$ cat src/rtl/pipe_pkg.sv
// Shared types and helpers for the parametrised inter-stage pipeline buffer.
package pipe_pkg;

    typedef enum logic [1:0] {
        ST_EMPTY = 2'd0,
        ST_ONE   = 2'd1,
        ST_FULL  = 2'd2
    } pipe_state_e;

    // Widest ctrl/addr vector the masking helper handles.
    localparam int MASK_W = 256;

    localparam logic [MASK_W-1:0] NULL_ADDR_DEFAULT = {MASK_W{1'b1}};

    // Returns the bubble form of a ctrl/addr vector when bubble is set, else the value itself.
    function automatic logic [MASK_W-1:0] bubble_mask(
        input logic              bubble,
        input logic [MASK_W-1:0] value,
        input logic [MASK_W-1:0] null_form
    );
        logic [MASK_W-1:0] result;
        if (bubble) begin
            result = null_form;
        end else begin
            result = value;
        end
        return result;
    endfunction

endpackage

$ cat src/rtl/pipe_entry_reg.sv
// One storage slot of the stage buffer: ctrl, data, addr and bubble flag.
// Ctrl and addr are stored already masked when the loaded entry is a bubble.
module pipe_entry_reg
    import pipe_pkg::*;
#(
    parameter int                  CTRL_W   = 16,
    parameter int                  DATA_W   = 48,
    parameter int                  ADDR_TW  = 8,
    parameter logic [ADDR_TW-1:0]  NULL_VEC = {ADDR_TW{1'b1}}
) (
    input  logic               clk,
    input  logic               rst,
    input  logic               i_load,
    input  logic               i_bubble,
    input  logic [CTRL_W-1:0]  i_ctrl,
    input  logic [DATA_W-1:0]  i_data,
    input  logic [ADDR_TW-1:0] i_addr,
    output logic [CTRL_W-1:0]  o_ctrl,
    output logic [DATA_W-1:0]  o_data,
    output logic [ADDR_TW-1:0] o_addr,
    output logic               o_bubble
);

    logic [CTRL_W-1:0]  r_ctrl;
    logic [DATA_W-1:0]  r_data;
    logic [ADDR_TW-1:0] r_addr;
    logic               r_bubble;
    logic [CTRL_W-1:0]  w_ctrl_d;
    logic [ADDR_TW-1:0] w_addr_d;

    assign w_ctrl_d = CTRL_W'(bubble_mask(i_bubble, MASK_W'(i_ctrl), {MASK_W{1'b0}}));
    assign w_addr_d = ADDR_TW'(bubble_mask(i_bubble, MASK_W'(i_addr), MASK_W'(NULL_VEC)));

    // Slot storage; data is kept unmasked so bubbles still carry their payload.
    always_ff @(posedge clk) begin
        if (rst) begin
            r_ctrl   <= {CTRL_W{1'b0}};
            r_data   <= {DATA_W{1'b0}};
            r_addr   <= NULL_VEC;
            r_bubble <= 1'b1;
        end else if (i_load) begin
            r_ctrl   <= w_ctrl_d;
            r_data   <= i_data;
            r_addr   <= w_addr_d;
            r_bubble <= i_bubble;
        end else begin
            r_ctrl   <= r_ctrl;
            r_data   <= r_data;
            r_addr   <= r_addr;
            r_bubble <= r_bubble;
        end
    end

    assign o_ctrl   = r_ctrl;
    assign o_data   = r_data;
    assign o_addr   = r_addr;
    assign o_bubble = r_bubble;

endmodule

$ cat src/rtl/pipe_stage_buffer.sv
// Valid/ready pipeline stage register with optional two-entry skid,
// bubble injection and synchronous flush.
module pipe_stage_buffer
    import pipe_pkg::*;
#(
    parameter int                 CTRL_W    = 16,
    parameter int                 DATA_W    = 48,
    parameter int                 ADDR_W    = 4,
    parameter int                 NUM_ADDR  = 2,
    parameter logic [ADDR_W-1:0]  NULL_ADDR = NULL_ADDR_DEFAULT[ADDR_W-1:0],
    parameter int                 SKID      = 1
) (
    input  logic                         clk,
    input  logic                         rst,
    input  logic                         in_valid,
    output logic                         in_ready,
    input  logic [CTRL_W-1:0]            in_ctrl,
    input  logic [DATA_W-1:0]            in_data,
    input  logic [NUM_ADDR*ADDR_W-1:0]   in_addr,
    input  logic                         make_bubble,
    input  logic                         flush,
    output logic                         out_valid,
    input  logic                         out_ready,
    output logic [CTRL_W-1:0]            out_ctrl,
    output logic [DATA_W-1:0]            out_data,
    output logic [NUM_ADDR*ADDR_W-1:0]   out_addr,
    output logic                         out_bubble,
    output logic [1:0]                   occupancy
);

    localparam int                 ADDR_TW  = NUM_ADDR * ADDR_W;
    localparam logic [ADDR_TW-1:0] NULL_VEC = {NUM_ADDR{NULL_ADDR}};

    pipe_state_e        r_state;
    pipe_state_e        w_next_state;
    logic [1:0]         w_next_occ;
    logic               r_in_ready;
    logic               r_out_valid;
    logic [1:0]         r_occupancy;

    logic               w_in_ready;
    logic               w_in_xfer;
    logic               w_out_xfer;
    logic               w_main_load;
    logic               w_main_sel_skid;
    logic               w_skid_load;

    logic [CTRL_W-1:0]  w_main_ctrl;
    logic [DATA_W-1:0]  w_main_data;
    logic [ADDR_TW-1:0] w_main_addr;
    logic               w_main_bubble;
    logic [CTRL_W-1:0]  w_skid_ctrl;
    logic [DATA_W-1:0]  w_skid_data;
    logic [ADDR_TW-1:0] w_skid_addr;
    logic               w_skid_bubble;

    logic [CTRL_W-1:0]  w_main_ctrl_d;
    logic [DATA_W-1:0]  w_main_data_d;
    logic [ADDR_TW-1:0] w_main_addr_d;
    logic               w_main_bubble_d;

    // With a skid the ready is a pure flop; without one it must see out_ready to keep full rate.
    assign w_in_ready = (SKID != 0) ? r_in_ready : (!r_out_valid || out_ready);
    assign w_in_xfer  = in_valid && w_in_ready;
    assign w_out_xfer = r_out_valid && out_ready;

    // State register plus the registered handshake/occupancy outputs.
    always_ff @(posedge clk) begin
        if (rst) begin
            r_state     <= ST_EMPTY;
            r_in_ready  <= 1'b1;
            r_out_valid <= 1'b0;
            r_occupancy <= 2'd0;
        end else begin
            r_state     <= w_next_state;
            r_in_ready  <= (w_next_state != ST_FULL);
            r_out_valid <= (w_next_state != ST_EMPTY);
            r_occupancy <= w_next_occ;
        end
    end

    // Next-state logic; flush overrides every handshake event.
    always_comb begin
        w_next_state = r_state;
        if (flush) begin
            w_next_state = ST_EMPTY;
        end else begin
            case (r_state)
                ST_EMPTY: begin
                    if (w_in_xfer) w_next_state = ST_ONE;
                    else           w_next_state = ST_EMPTY;
                end
                ST_ONE: begin
                    if (w_in_xfer && !w_out_xfer)      w_next_state = (SKID != 0) ? ST_FULL : ST_ONE;
                    else if (!w_in_xfer && w_out_xfer) w_next_state = ST_EMPTY;
                    else                               w_next_state = ST_ONE;
                end
                ST_FULL: begin
                    if (w_out_xfer) w_next_state = ST_ONE;
                    else            w_next_state = ST_FULL;
                end
                default: w_next_state = ST_EMPTY;
            endcase
        end
        case (w_next_state)
            ST_EMPTY: w_next_occ = 2'd0;
            ST_ONE:   w_next_occ = 2'd1;
            ST_FULL:  w_next_occ = 2'd2;
            default:  w_next_occ = 2'd0;
        endcase
    end

    // Slot load controls; a flush loads nothing so out_data keeps its last value.
    always_comb begin
        w_main_load     = 1'b0;
        w_main_sel_skid = 1'b0;
        w_skid_load     = 1'b0;
        if (flush) begin
            w_main_load = 1'b0;
        end else begin
            case (r_state)
                ST_EMPTY: begin
                    w_main_load = w_in_xfer;
                end
                ST_ONE: begin
                    if (w_in_xfer && w_out_xfer) w_main_load = 1'b1;
                    else if (w_in_xfer)          w_skid_load = (SKID != 0);
                    else                         w_main_load = 1'b0;
                end
                ST_FULL: begin
                    if (w_out_xfer) begin
                        w_main_load     = 1'b1;
                        w_main_sel_skid = 1'b1;
                    end else begin
                        w_main_load     = 1'b0;
                    end
                end
                default: w_main_load = 1'b0;
            endcase
        end
    end

    assign w_main_ctrl_d   = w_main_sel_skid ? w_skid_ctrl   : in_ctrl;
    assign w_main_data_d   = w_main_sel_skid ? w_skid_data   : in_data;
    assign w_main_addr_d   = w_main_sel_skid ? w_skid_addr   : in_addr;
    assign w_main_bubble_d = w_main_sel_skid ? w_skid_bubble : make_bubble;

    pipe_entry_reg #(
        .CTRL_W   (CTRL_W),
        .DATA_W   (DATA_W),
        .ADDR_TW  (ADDR_TW),
        .NULL_VEC (NULL_VEC)
    ) u_main (
        .clk      (clk),
        .rst      (rst),
        .i_load   (w_main_load),
        .i_bubble (w_main_bubble_d),
        .i_ctrl   (w_main_ctrl_d),
        .i_data   (w_main_data_d),
        .i_addr   (w_main_addr_d),
        .o_ctrl   (w_main_ctrl),
        .o_data   (w_main_data),
        .o_addr   (w_main_addr),
        .o_bubble (w_main_bubble)
    );

    generate
        if (SKID != 0) begin : g_skid
            pipe_entry_reg #(
                .CTRL_W   (CTRL_W),
                .DATA_W   (DATA_W),
                .ADDR_TW  (ADDR_TW),
                .NULL_VEC (NULL_VEC)
            ) u_skid (
                .clk      (clk),
                .rst      (rst),
                .i_load   (w_skid_load),
                .i_bubble (make_bubble),
                .i_ctrl   (in_ctrl),
                .i_data   (in_data),
                .i_addr   (in_addr),
                .o_ctrl   (w_skid_ctrl),
                .o_data   (w_skid_data),
                .o_addr   (w_skid_addr),
                .o_bubble (w_skid_bubble)
            );
        end else begin : g_no_skid
            assign w_skid_ctrl   = {CTRL_W{1'b0}};
            assign w_skid_data   = {DATA_W{1'b0}};
            assign w_skid_addr   = NULL_VEC;
            assign w_skid_bubble = 1'b1;
        end
    endgenerate

    // An empty stage presents a bubble so the hazard unit sees no live register.
    assign out_valid  = r_out_valid;
    assign out_ctrl   = CTRL_W'(bubble_mask(!r_out_valid, MASK_W'(w_main_ctrl), {MASK_W{1'b0}}));
    assign out_addr   = ADDR_TW'(bubble_mask(!r_out_valid, MASK_W'(w_main_addr), MASK_W'(NULL_VEC)));
    assign out_data   = w_main_data;
    assign out_bubble = !r_out_valid || w_main_bubble;
    assign occupancy  = r_occupancy;
    assign in_ready   = w_in_ready;

endmodule
$ cat config.mk
export PLATFORM = sky130hd
export DESIGN_NAME = pipe_stage_buffer
export DESIGN_NICKNAME = d
export VERILOG_FILES = /design/src/rtl/pipe_pkg.sv /design/src/rtl/pipe_entry_reg.sv /design/src/rtl/pipe_stage_buffer.sv
export SDC_FILE = /design/constraint.sdc
export NUM_CORES = 1
export LEC_CHECK = 0
export BUFFER_PORTS_ARGS = -buffer_cell sky130_fd_sc_hd__buf_2
export CORE_MARGIN = 2
export CORE_UTILIZATION = 35
export CTS_BUF_LIST = sky130_fd_sc_hd__clkbuf_8
export DETAILED_ROUTE_END_ITERATION = 12
export HOLD_SLACK_MARGIN = 0.08
export PLACE_DENSITY_LB_ADDON = 0.15
export SYNTH_ARGS = -nofsm -noshare
export SYNTH_HDL_FRONTEND = slang
export SYNTH_HIERARCHICAL = 1
export SYNTH_SLANG_ARGS = --single-unit
$ cat constraint.sdc
create_clock -name clk -period 1.83 [get_ports clk]
set_input_delay 0.0915 -clock clk [delete_from_list [all_inputs] [get_ports clk]]
set_output_delay 0.0915 -clock clk [all_outputs]
set_load 0.1 [all_outputs]
-- Word-level counts from Yosys, hierarchy flattened
Index checks and enable logic that the tools add are counted.
- bits of input ports: 78
- word-level logic and storage cells: 55
- register bits after elaboration: 152
- output and inout port bits: 77
- muxes and demuxes: 27
- reductions and logical operators: 11
- eq/ne operators: 5
- operators by type and width (operator ; count):
    $mux 16 ; 4
    $mux 48 ; 1
    $mux 8 ; 4
    $mux 1 ; 12
    $mux 2 ; 3
    $pmux 2 s3 ; 1
    $logic_and 1x1->1 ; 5
    $eq 2x1->1 const B ; 2
    $eq 2x2->1 const B ; 2
    $pmux 2 s2 ; 1
    $logic_not 1->1 ; 3
    $pmux 1 s3 ; 1
    $logic_not 2->1 ; 1
    $ne 2x2->1 const B ; 1
    $reduce_bool 2->1 ; 1
    $logic_or 1x1->1 ; 1

-- Logic depth before layout (Yosys ltp)
Gate-level depths: netlist of the first run.
- depth in word-level cells: 9
- mapped depth: 10
- mapped depth without buffers: 7

-- Hierarchy
Netlist of the first run, hierarchy kept.
- modules (own cells, without submodules) (module ; area each (µm²) ; cells an instance ; times used ; seq. area each (µm²)):
    pipe_entry_reg ; 2688.8 ; 265 ; 2 ; 1461.4
    pipe_stage_buffer ; 1589.0 ; 143 ; 1 ; 120.1

-- Worst setup path before layout of the first run
No wires, ideal clock.
- path kind: reg-to-reg
- from: register r_out_valid (netlist: out_valid)
- to: register u_main.r_ctrl[11] (netlist: u_main/o_ctrl[11])
- cell stages (with the launch flop): 7
- setup slack: -0.610 ns
- setup time: 0.071 ns
- path buffers: 1
- arrival: 2.370 ns
- clock period less this slack: 2.440 ns
- data required time: 1.759 ns
- path through: dfxtp_1 nand4b_4 nor2_8 mux2_2 clkbuf_1 nand3b_1 a21oi_1
- longest elaborated chain between the ends: 6
- elaborated cells on any way between the ends: 11
- classes of those cells: 9 x mux; 2 x reduce/logical
- ends and longest elaborated chain (item ; line ; source):
    start, declared ; pipe_stage_buffer.sv:38 ; logic r_out_valid;
    start signal, assigned ; pipe_stage_buffer.sv:77 ; r_out_valid <= (w_next_state != ST_EMPTY);
    $logic_and 1x1->1 ; pipe_stage_buffer.sv:65 ; assign w_out_xfer = r_out_valid && out_ready;
    $mux 1 ; pipe_stage_buffer.sv:131 ; if (w_out_xfer) begin
    $mux 1 ; pipe_stage_buffer.sv:121 ; case (r_state)
    $mux 1 ; pipe_stage_buffer.sv:118 ; if (flush) begin
    $mux 1 ; pipe_stage_buffer.sv:146 ; assign w_main_bubble_d = w_main_sel_skid ? w_skid_bubble : make_bubble;
    net w_main_bubble_d ; pipe_stage_buffer.sv:60 ; logic w_main_bubble_d;
    $mux 16 ; pipe_pkg.sv:22 ; if (bubble) begin
    end signal, assigned ; pipe_entry_reg.sv:37 ; r_ctrl <= {CTRL_W{1'b0}};
    end signal, assigned ; pipe_entry_reg.sv:42 ; r_ctrl <= w_ctrl_d;
    end signal, assigned ; pipe_entry_reg.sv:47 ; r_ctrl <= r_ctrl;
    end, declared ; pipe_entry_reg.sv:24 ; logic [CTRL_W-1:0] r_ctrl;
The timed path passes the listed nets, and every way through them passes these cells.
A chain may end at the register's enable or synchronous reset.

-- Worst setup path in the final report of the first run
- from: register r_out_valid (netlist: out_valid)
- to: register u_main.r_data[31] (netlist: u_main/o_data[31])
- longest elaborated chain between the ends: 5
- elaborated cells on any way between the ends: 9
- classes of those cells: 7 x mux; 2 x reduce/logical
- ends and longest elaborated chain (item ; line ; source):
    $logic_and 1x1->1 * ; pipe_stage_buffer.sv:65 ;
    $logic_and 1x1->1 ; pipe_stage_buffer.sv:126 ; if (w_in_xfer && w_out_xfer) w_main_load = 1'b1;
    $mux 1 ; pipe_stage_buffer.sv:126 ;
    $pmux 1 s3 * ; pipe_stage_buffer.sv:121 ;
    $mux 1 * ; pipe_stage_buffer.sv:118 ;
    net w_main_load ; pipe_stage_buffer.sv:44 ; logic w_main_load;
    end signal, assigned ; pipe_entry_reg.sv:38 ; r_data <= {DATA_W{1'b0}};
    end signal, assigned ; pipe_entry_reg.sv:43 ; r_data <= i_data;
    end signal, assigned ; pipe_entry_reg.sv:48 ; r_data <= r_data;
    end, declared ; pipe_entry_reg.sv:25 ; logic [DATA_W-1:0] r_data;
Mark *: on every way through the listed nets, which the timed path passes. The rest lies on a longest branch.

==> impl_metrics.csv, run 1 <==
group,metric,value,unit
final_layout,n_fill_cell,1862,
worst_setup_path,r2r_start,"out_valid",
logic_synthesis,synth_common_cells,"dfxtp_1 (152), nor2_1 (115), mux2i_1 (96)",
logic_synthesis,yosysMostFrequentCell,"dfxtp_1",
routing,detail-route-antenna-nets,0,
logic_synthesis,netlist_area,6970,µm²
logic_synthesis,synthCells,673,
logic_synthesis,synth_enable_flop_cells,0,
routing,first_iter_violations,213,
timing,period_share,0.962,
floorplanning,core,19500,µm²
logic_synthesis,yosysUniqueCellTypes,31,
min_path,min-delay-start,"rst",
final_layout,num_antenna_cells,0,
clock_tree,clk_pin_slew,0.08,ns
global_routing,grt_first_pass_wirelength,27400,µm
logic_synthesis,yosysTopAreaCell,"dfxtp_1",
floorplanning,die_x,145,µm
global_routing,antenna_found_initial,0,
power,leakage,3.87,nW
clock_tree,cts_tree,"done",
floorplanning,ioPinCount,155,
clock_tree,cts_buffers,17,
final_layout,multi_input_area,3580,µm²
final_layout,seq_area,3050,µm²
worst_setup_path,cp.required,2.14,ns
worst_setup_path,end_kind,"register",
clock_tree,h-tree-depth,4,
worst_setup_path,startpoint,"out_valid",
floorplanning,rows,51,
power,power,7.59,mW
min_path,hold_path_depth,2,
timing,skew,0.0120,ns
job,cap_violations,0,
routing,drc,0,
timing,fmax,568,MHz
final_layout,nets,985,
clock_tree,clk_latency,0.44,ns
timing,worst_slack,0.0691,ns
timing,rsz0062_at_grt,"true",
logic_synthesis,synth_top_area_frac,0.437,
timing,worstMarginPinSlew,0.685,ns
floorplanning,start_util,0.357,
logic_synthesis,yosysWarnings,6,
logic_synthesis,async_flop_share,0,
worst_setup_path,rr_worst_depth,8,
timing,hold-worst-slack,0.151,ns
logic_synthesis,syn-num-nets,753,
logic_synthesis,yosysSeqAreaShare,0.437,
worst_setup_path,cp_max_fo,10,
routing,drt_first_pass_iters,7,
timing,min_period,1.76,ns
logic_synthesis,synth_area_leaders,"dfxtp_1 (44%), mux2i_1 (14%), mux2_4 (9.7%)",
final_layout,utilization,0.484,
placed_design,portBuffers,154,
worst_setup_path,criticalPathCategory,"reg2reg",
routing,routed_wirelength,17800,µm
worst_setup_path,worstSetupStartpointType,"register",
clock_tree,root_buffer,"clkbuf_8",
placed_design,dp_hpwl,11200,µm
power,peakVddDrop,0.000428,V
timing,report.final.slew_viol_count,0,
worst_setup_path,crit_chain,"and2_4 -> ha_1 -> nand2_1 -> a21oi_4 -> buf_6 -> buf_12 -> mux2i_2 -> nor2_1",
global_routing,grt_start_max_net_pins,65,
logic_synthesis,synth_ff_type,"dfxtp_1",
floorplanning,dieHeight,145,µm
status,status,"complete, no violations",
placed_design,place.gp.congestion,0.742,
placed_design,dp_slack,0.0318,ns
global_routing,grt_usage,0.159,
min_path,holdCritPathClass,"in2reg",
clock_tree,clock_path_buffers,2,
global_routing,grt_pass1_vias,5583,
timing,hold_viol_final,0,
logic_synthesis,ys_ff_latch,152,
worst_setup_path,cp.arrival,2.07,ns
timing,setup_viol,0,
worst_setup_path,cp_slowest_cell,"dfxtp_4",
routing,wl_per_cell,15.1,µm
worst_setup_path,cp_slowest_stage_delay,0.38,ns
power,p_per_area,804,nW/µm²
final_layout,syn_to_final_growth,35.6,%
timing,max-slew-margin-rel,0.543,
floorplanning,dieArea,21000,µm²
worst_setup_path,rrSetupSlack,0.07,ns
routing,vias,5528,
final_layout,drive_gt1_frac,0.306,
routing,viasPerCell,4.69,
clock_tree,clock-sinks,152,
global_routing,grt_overflow,0,
logic_synthesis,synth_area_per_cell,10.4,µm²
## worst max-delay path, delay by kind of cell (launching register included)
| kind | cells | cell delay (ns) |
|---|---|---|
| compound gates | 1 | 0.23 |
| fa+ha+maj | 1 | 0.15 |
| buf+inv | 2 | 0.32 |
| flops | 1 | 0.38 |
| mux | 1 | 0.22 |
| simple gates | 3 | 0.31 |
## cell families after synthesis
logic type      after synthesis  synth area share
fa+ha+maj                     2           0.00359
mux                         169             0.280
buf+inv                      55            0.0571
simple gates                236             0.177
flops                       152             0.437
compound gates               59            0.0449
## where the power goes
group | internal (mW) | switching, mW
sequential | 3.40 | 0.0482
combinational | 0.486 | 0.804
clock | 1.62 | 1.23
## cell usage in the layout, fill, tap and decap left out, types with 3 or more instances in the layout
cell and n:
mux2_1 25, dlygate4sd3_1 73, nor3_1 16, mux2_4 46, inv_1 3, dfxtp_1 149, clkbuf_8 18, a21oi_1 51
buf_2 153, nor2b_1 3, mux2_2 3, buf_4 17, mux2i_1 95, clkbuf_16 5, buf_6 4, and2_1 16
nand3b_1 33, nor2_1 115, or2b_1 3, bufinv_16 5, nand2b_1 40, buf_12 11
## through the flow
step	setup TNS, ns	area, µm²	instances
floorplan	0	6980	673
global placement	0	8040	1065
finish	0	9450	1179
detailed placement	0	8040	1065
global route	-0.173	9450	1179
CTS	0	9200	1166
## final timing paths
kind	to
setup / recovery	u_main/o_data[31]
hold / removal	u_main/o_data[45]
hold reg to reg	g_skid.u_skid/o_ctrl[13]
setup reg to reg	u_main/o_data[31]
## flip-flops by register name (all words and copies together) (netlist names)
signal and count:
u_main/o_bubble 1, g_skid.u_skid/o_data 48, occupancy 2, in_ready 1, g_skid.u_skid/o_bubble 1, g_skid.u_skid/o_ctrl 16
u_main/o_ctrl 16, u_main/o_addr 8, u_main/o_data 48, r_state 2, out_valid 1, g_skid.u_skid/o_addr 8
## routing by layer
layer | up-vias | global-route usage | routed length (µm)
li1 | 2746 | - | -
met1 | 2654 | 0.192 | 8140
met2 | 119 | 0.276 | 8790
met3 | 9 | 0.0437 | 784
met4 | 0 | 0.0461 | 134
met5 | - | 0 | 0
## final cells by class
type / instances / share of cell area
Clock buffer: 18 / 0.0262
Inverter: 3 / 0.00119
Sequential cell: 152 / 0.323
Timing Repair Buffer: 264 / 0.216
Multi-Input combinational cell: 467 / 0.379
Tap cell: 265 / 0.0351
Clock inverter: 10 / 0.0192
## what timing repair did
| item | in CTS | in global routing |
|---|---|---|
| hold endpoints to repair | 140 | 0 |
| hold buffers | 73 | 0 |
| gates resized for setup | 0 | 12 |
| setup endpoints to repair | 0 | 116 |
| buffers inserted | 0 | 6 |
(Power assumes the default switching activity.)
==> inputs of run 2 (changes only) <==
--- a/config.mk
+++ b/config.mk
@@ -5,13 +5,16 @@
 export SDC_FILE = /design/constraint.sdc
 export NUM_CORES = 1
 export LEC_CHECK = 0
-export BUFFER_PORTS_ARGS = -buffer_cell sky130_fd_sc_hd__buf_2
+export CELL_PAD_IN_SITES_DETAIL_PLACEMENT = 1
+export CELL_PAD_IN_SITES_GLOBAL_PLACEMENT = 2
 export CORE_MARGIN = 2
 export CORE_UTILIZATION = 35
 export CTS_BUF_LIST = sky130_fd_sc_hd__clkbuf_8
 export DETAILED_ROUTE_END_ITERATION = 12
+export DONT_BUFFER_PORTS = 1
 export HOLD_SLACK_MARGIN = 0.08
 export PLACE_DENSITY_LB_ADDON = 0.15
+export RECOVER_POWER = 100
 export SYNTH_ARGS = -nofsm -noshare
 export SYNTH_HDL_FRONTEND = slang
 export SYNTH_HIERARCHICAL = 1
==> impl_metrics.csv, run 2 (synthesized netlist as in run 1, its figures left out) <==
group,metric,value,unit
status,status,"complete, but fails checks",
status,violations,"hold timing",
global_routing,antenna_found_initial,3,
final_layout,drive_gt1_frac,0.262,
routing,wl_per_cell,17.6,µm
routing,drt_first_pass_iters,4,
timing,hold_viol_final,143,
timing,period_share,0.978,
routing,drc,0,
worst_setup_path,criticalPathCategory,"reg2reg",
worst_setup_path,cp_max_fo,21,
clock_tree,cts_tree,"done",
placed_design,dp_slack,0.0151,ns
placed_design,portBuffers,0,
timing,worst_slack,0.0410,ns
routing,detail-route-antenna-nets,0,
final_layout,layout_commonest_cell,"dfxtp_1",
final_layout,nets,847,
timing,hold-worst-slack,-0.268,ns
power,leakage,3.26,nW
worst_setup_path,cp_num_buf_inv,2,
global_routing,grt_pass1_vias,5397,
final_layout,syn_to_final_growth,21.8,%
power,peakVddDrop,0.000561,V
min_path,holdCritPathClass,"in2reg",
floorplanning,die_x,145,µm
worst_setup_path,worstSetupStartpointType,"register",
floorplanning,dieArea,21000,µm²
power,p_per_area,821,nW/µm²
worst_setup_path,cp.arrival,2.12,ns
timing,max-slew-margin-rel,0.592,
floorplanning,core,19500,µm²
job,cap_violations,0,
clock_tree,clock-sinks,152,
final_layout,final_cell_mix,"dfxtp_1 (148), nor2_1 (115), mux2i_1 (93)",
global_routing,grt_usage,0.166,
worst_setup_path,critPathTopFamily,"multiplexers",
placed_design,dp_hpwl,11900,µm
worst_setup_path,end_kind,"register",
timing,setup_viol,0,
clock_tree,root_buffer,"clkbuf_8",
global_routing,grt_overflow,0,
floorplanning,dieHeight,145,µm
worst_setup_path,cp.required,2.16,ns
timing,worstMarginPinSlew,0.612,ns
worst_setup_path,cp_slowest_cell,"dfxtp_2",
timing,min_period,1.79,ns
timing,fmax,559,MHz
floorplanning,start_util,0.357,
timing,rsz0062_at_grt,"true",
worst_setup_path,cp_slowest_stage_delay,0.36,ns
global_routing,grt_start_max_net_pins,164,
routing,routed_wirelength,18400,µm
clock_tree,cts_buffers,17,
routing,viasPerCell,4.82,
global_routing,grt_first_pass_wirelength,28300,µm
floorplanning,ioPinCount,155,
clock_tree,clk_latency,0.45,ns
timing,report.final.slew_viol_count,0,
clock_tree,h-tree-depth,4,
routing,first_iter_violations,112,
worst_setup_path,crit_chain,"nand4b_4 -> nor2_8 -> buf_4 -> buf_12 -> mux2_1 -> mux2i_1 -> nor2_1",
floorplanning,rows,51,
clock_tree,clk_pin_slew,0.09,ns
clock_tree,clock_path_buffers,2,
routing,vias,5049,
final_layout,utilization,0.435,
placed_design,place.gp.congestion,0.751,
clock_tree,holdBufCountCts,19,
timing,skew,0.0116,ns
[run 2: area by class of cell]
cell class              instances  area, µm²
fillers                      2189      11000
multi-input cells             466       3580
flip-flops and latches        152       3050
repair buffers                127       1120
well taps                     265        332
clock buffers                  17        234
clock inverters                15        141
inverters                       3       11.3
diodes                          3       7.51
[run 2: metrics by stage]
stage          TNS [ns]  instance area [µm²]  power [mW]  instances
2_1_floorplan         0                 6980        4.37        673
3_3_place_gp          0                 7770        4.49        982
3_5_place_dp          0                 7770        4.51        982
4_1_cts               0                 8350        7.09       1034
5_1_grt          -0.672                 8480        7.29       1048
6_report              0                 8480        6.97       1048
[run 2: per-layer routing]
layer	track usage	up-vias	wire length, µm
met3	0.0796	17	1460
met5	0	-	0
met1	0.177	2453	7550
li1	-	2479	-
met4	0.0451	0	265
met2	0.295	100	9170
[run 2: path summary, 6_finish.rpt]
path / start / to / slack, ns / depth (start not counted)
worst min register to register: u_main/o_ctrl[3] / u_main/o_ctrl[3] / 0.47 / 2
worst max-delay path: r_state[0] / u_main/o_data[2] / 0.04 / 7
worst max register to register: r_state[0] / u_main/o_data[2] / 0.04 / 7
worst min-delay path: rst / u_main/o_data[46] / -0.27 / 1
[run 2: report_power, final]
| part | internal (mW) | switching (mW) | total (mW) |
|---|---|---|---|
| sequential | 3.40 | 0.0375 | 3.43 |
| clock | 1.10 | 1.39 | 2.49 |
| combinational | 0.345 | 0.693 | 1.04 |
[run 2: timing repair]
action | in CTS | in global routing
setup buffers | 1 | 7
pin swaps | 1 | 2
hold endpoints to repair | 152 | 146
cloned | 0 | 4
setup endpoints to repair | 11 | 118
resized for setup | 1 | 17
==> inputs of run 3 (changes only) <==
==> constraint.sdc (replaced) <==
create_clock -name clk -period 1.83 [get_ports clk]
set_input_delay 0 -clock clk [delete_from_list [all_inputs] [get_ports clk]]
set_output_delay 0 -clock clk [all_outputs]
set_load 0.1 [all_outputs]
==> impl_metrics.csv, run 3 (synthesized netlist as in run 1, its figures left out) <==
group,metric,value,unit
final_layout,final_cell_mix,"dfxtp_1 (148), nor2_1 (115), mux2i_1 (94)",
worst_setup_path,startpoint,"out_valid",
final_layout,n_fill_cell,2222,
worst_setup_path,cp.arrival,2.09,ns
global_routing,grt_usage,0.168,
clock_tree,clk_latency,0.44,ns
worst_setup_path,end_kind,"register",
timing,worst_slack,0.0731,ns
worst_setup_path,rrSetupSlack,0.07,ns
worst_setup_path,endpoint,"u_main/o_data[21]",
worst_setup_path,cp_max_fo,7,
final_layout,syn_to_final_growth,22.2,%
routing,wl_per_cell,17.3,µm
worst_setup_path,criticalPathCategory,"reg2reg",
final_layout,layout_commonest_cell,"dfxtp_1",
global_routing,grt_overflow,0,
timing,max-slew-margin-rel,0.612,
timing,finalSetupTns,0,ns
floorplanning,core,19500,µm²
routing,drt_first_pass_iters,5,
power,leakage,3.28,nW
routing,detail-route-antenna-nets,0,
floorplanning,dieHeight,145,µm
floorplanning,start_util,0.357,
status,violations,"hold timing",
routing,routed_wirelength,18300,µm
timing,min_period,1.76,ns
worst_setup_path,r2r_start,"out_valid",
worst_setup_path,rr_worst_depth,8,
timing,setup_viol,0,
floorplanning,dieArea,21000,µm²
timing,period_share,0.960,
placed_design,place.gp.congestion,0.735,
timing,rsz0062_at_grt,"true",
routing,first_iter_violations,147,
floorplanning,rows,51,
global_routing,grt_start_max_net_pins,164,
worst_setup_path,cp.required,2.16,ns
final_layout,nets,854,
floorplanning,ioPinCount,155,
timing,hold_viol_final,146,
placed_design,portBuffers,0,
routing,vias,5134,
global_routing,grt_first_pass_wirelength,28600,µm
global_routing,use_met1,0.182,
status,status,"complete, but fails checks",
global_routing,use_met3,0.0711,
global_routing,grt_pass1_vias,5464,
timing,skew,0.0192,ns
power,peakVddDrop,0.000400,V
timing,fmax,569,MHz
global_routing,grtUsageMet2,0.301,
timing,worstMarginPinSlew,0.584,ns
floorplanning,die_x,145,µm
power,p_per_area,819,nW/µm²
min_path,holdCritPathClass,"in2reg",
clock_tree,h-tree-depth,4,
global_routing,antenna_found_initial,1,
clock_tree,clock_path_buffers,2,
clock_tree,clk_pin_slew,0.09,ns
routing,drc,0,
clock_tree,cts_tree,"done",
clock_tree,root_buffer,"clkbuf_8",
final_layout,drive_gt1_frac,0.264,
worst_setup_path,r2r-end,"u_main/o_data[21]",
worst_setup_path,worstSetupStartpointType,"register",
clock_tree,clock-sinks,152,
placed_design,dp_hpwl,12100,µm
placed_design,dp_slack,0.0384,ns
job,cap_violations,0,
timing,hold-worst-slack,-0.372,ns
timing,report.final.slew_viol_count,0,
routing,viasPerCell,4.88,
global_routing,busiest_layer,"met2",
clock_tree,cts_buffers,17,
-- run 3: cell types whose count changed in the layout (fill, tap and decap cells not counted), moves of 2 or more --
cell | before | now
diode_2 | 3 | 1
clkbuf_8 | 17 | 19
buf_12 | 7 | 13
buf_16 | 4 | 0
buf_4 | 40 | 42
inv_8 | 2 | 0
dlygate4sd3_1 | 19 | 21
clkinv_4 | 1 | 3
-- run 3: metal layers --
metal / wire length [µm] / part of all wire
met1: 7510 / 0.41
met2: 9230 / 0.51
met3: 1340 / 0.073
met4: 175 / 0.0096
met5: 0 / 0
-- run 3: through the flow --
stage	std cells	utilization	area (µm²)	hold slack [ns]	power, mW
floorplan	673	-	6980	0.147	4.37
global placement	992	0.404	7890	0.0820	4.51
detailed placement	992	0.404	7890	0.0872	4.53
CTS	1044	0.434	8470	-0.417	7.10
global route	1053	0.436	8510	-0.418	7.30
finish	1053	0.436	8510	-0.372	6.97
-- run 3: layout make-up --
class | count | area [µm²] | area share
well taps | 265 | 332 | 0.0390
repair buffers | 134 | 1160 | 0.136
flip-flops and latches | 152 | 3050 | 0.359
inverters | 3 | 11.3 | 0.00132
clock inverters | 13 | 121 | 0.0143
diodes | 1 | 2.50 | 0.000294
multi-input cells | 466 | 3570 | 0.419
clock buffers | 19 | 262 | 0.0307
-- run 3: critical path: stages (launching register included) --
cell	delay [ns]
dfxtp_4	0.38
and2_4	0.16
ha_1	0.15
nand2_1	0.09
a21oi_4	0.28
clkbuf_16	0.22
buf_12	0.12
mux2i_1	0.19
nor2_1	0.06
-- run 3: worst min path at each step --
stage | from | endpoint | slack (ns) | cells after the start
after CTS | rst | u_main/o_ctrl[15] | -0.42 | 1
after floorplan | in_data[47] | g_skid.u_skid/o_data[47] | 0.15 | 2
after global routing | rst | u_main/o_data[45] | -0.42 | 1
after detailed placement | rst | u_main/o_ctrl[15] | 0.09 | 1
after global placement | rst | u_main/o_data[46] | 0.08 | 1
final | rst | u_main/o_data[45] | -0.37 | 1
-- run 3: where the power goes --
part           internal, mW  leakage (nW)  switching, mW
sequential             3.40          1.23         0.0522
clock                  1.16         0.187           1.32
combinational         0.360          1.86          0.684
total                  4.91          3.28           2.06
-- run 3: what timing repair did --
| item | CTS | global route |
|---|---|---|
| buffers inserted | 0 | 4 |
| endpoints found under the setup margin | 0 | 70 |
| hold buffers | 20 | 1 |
| gates resized for setup | 0 | 14 |
| hold endpoints to repair | 152 | 146 |
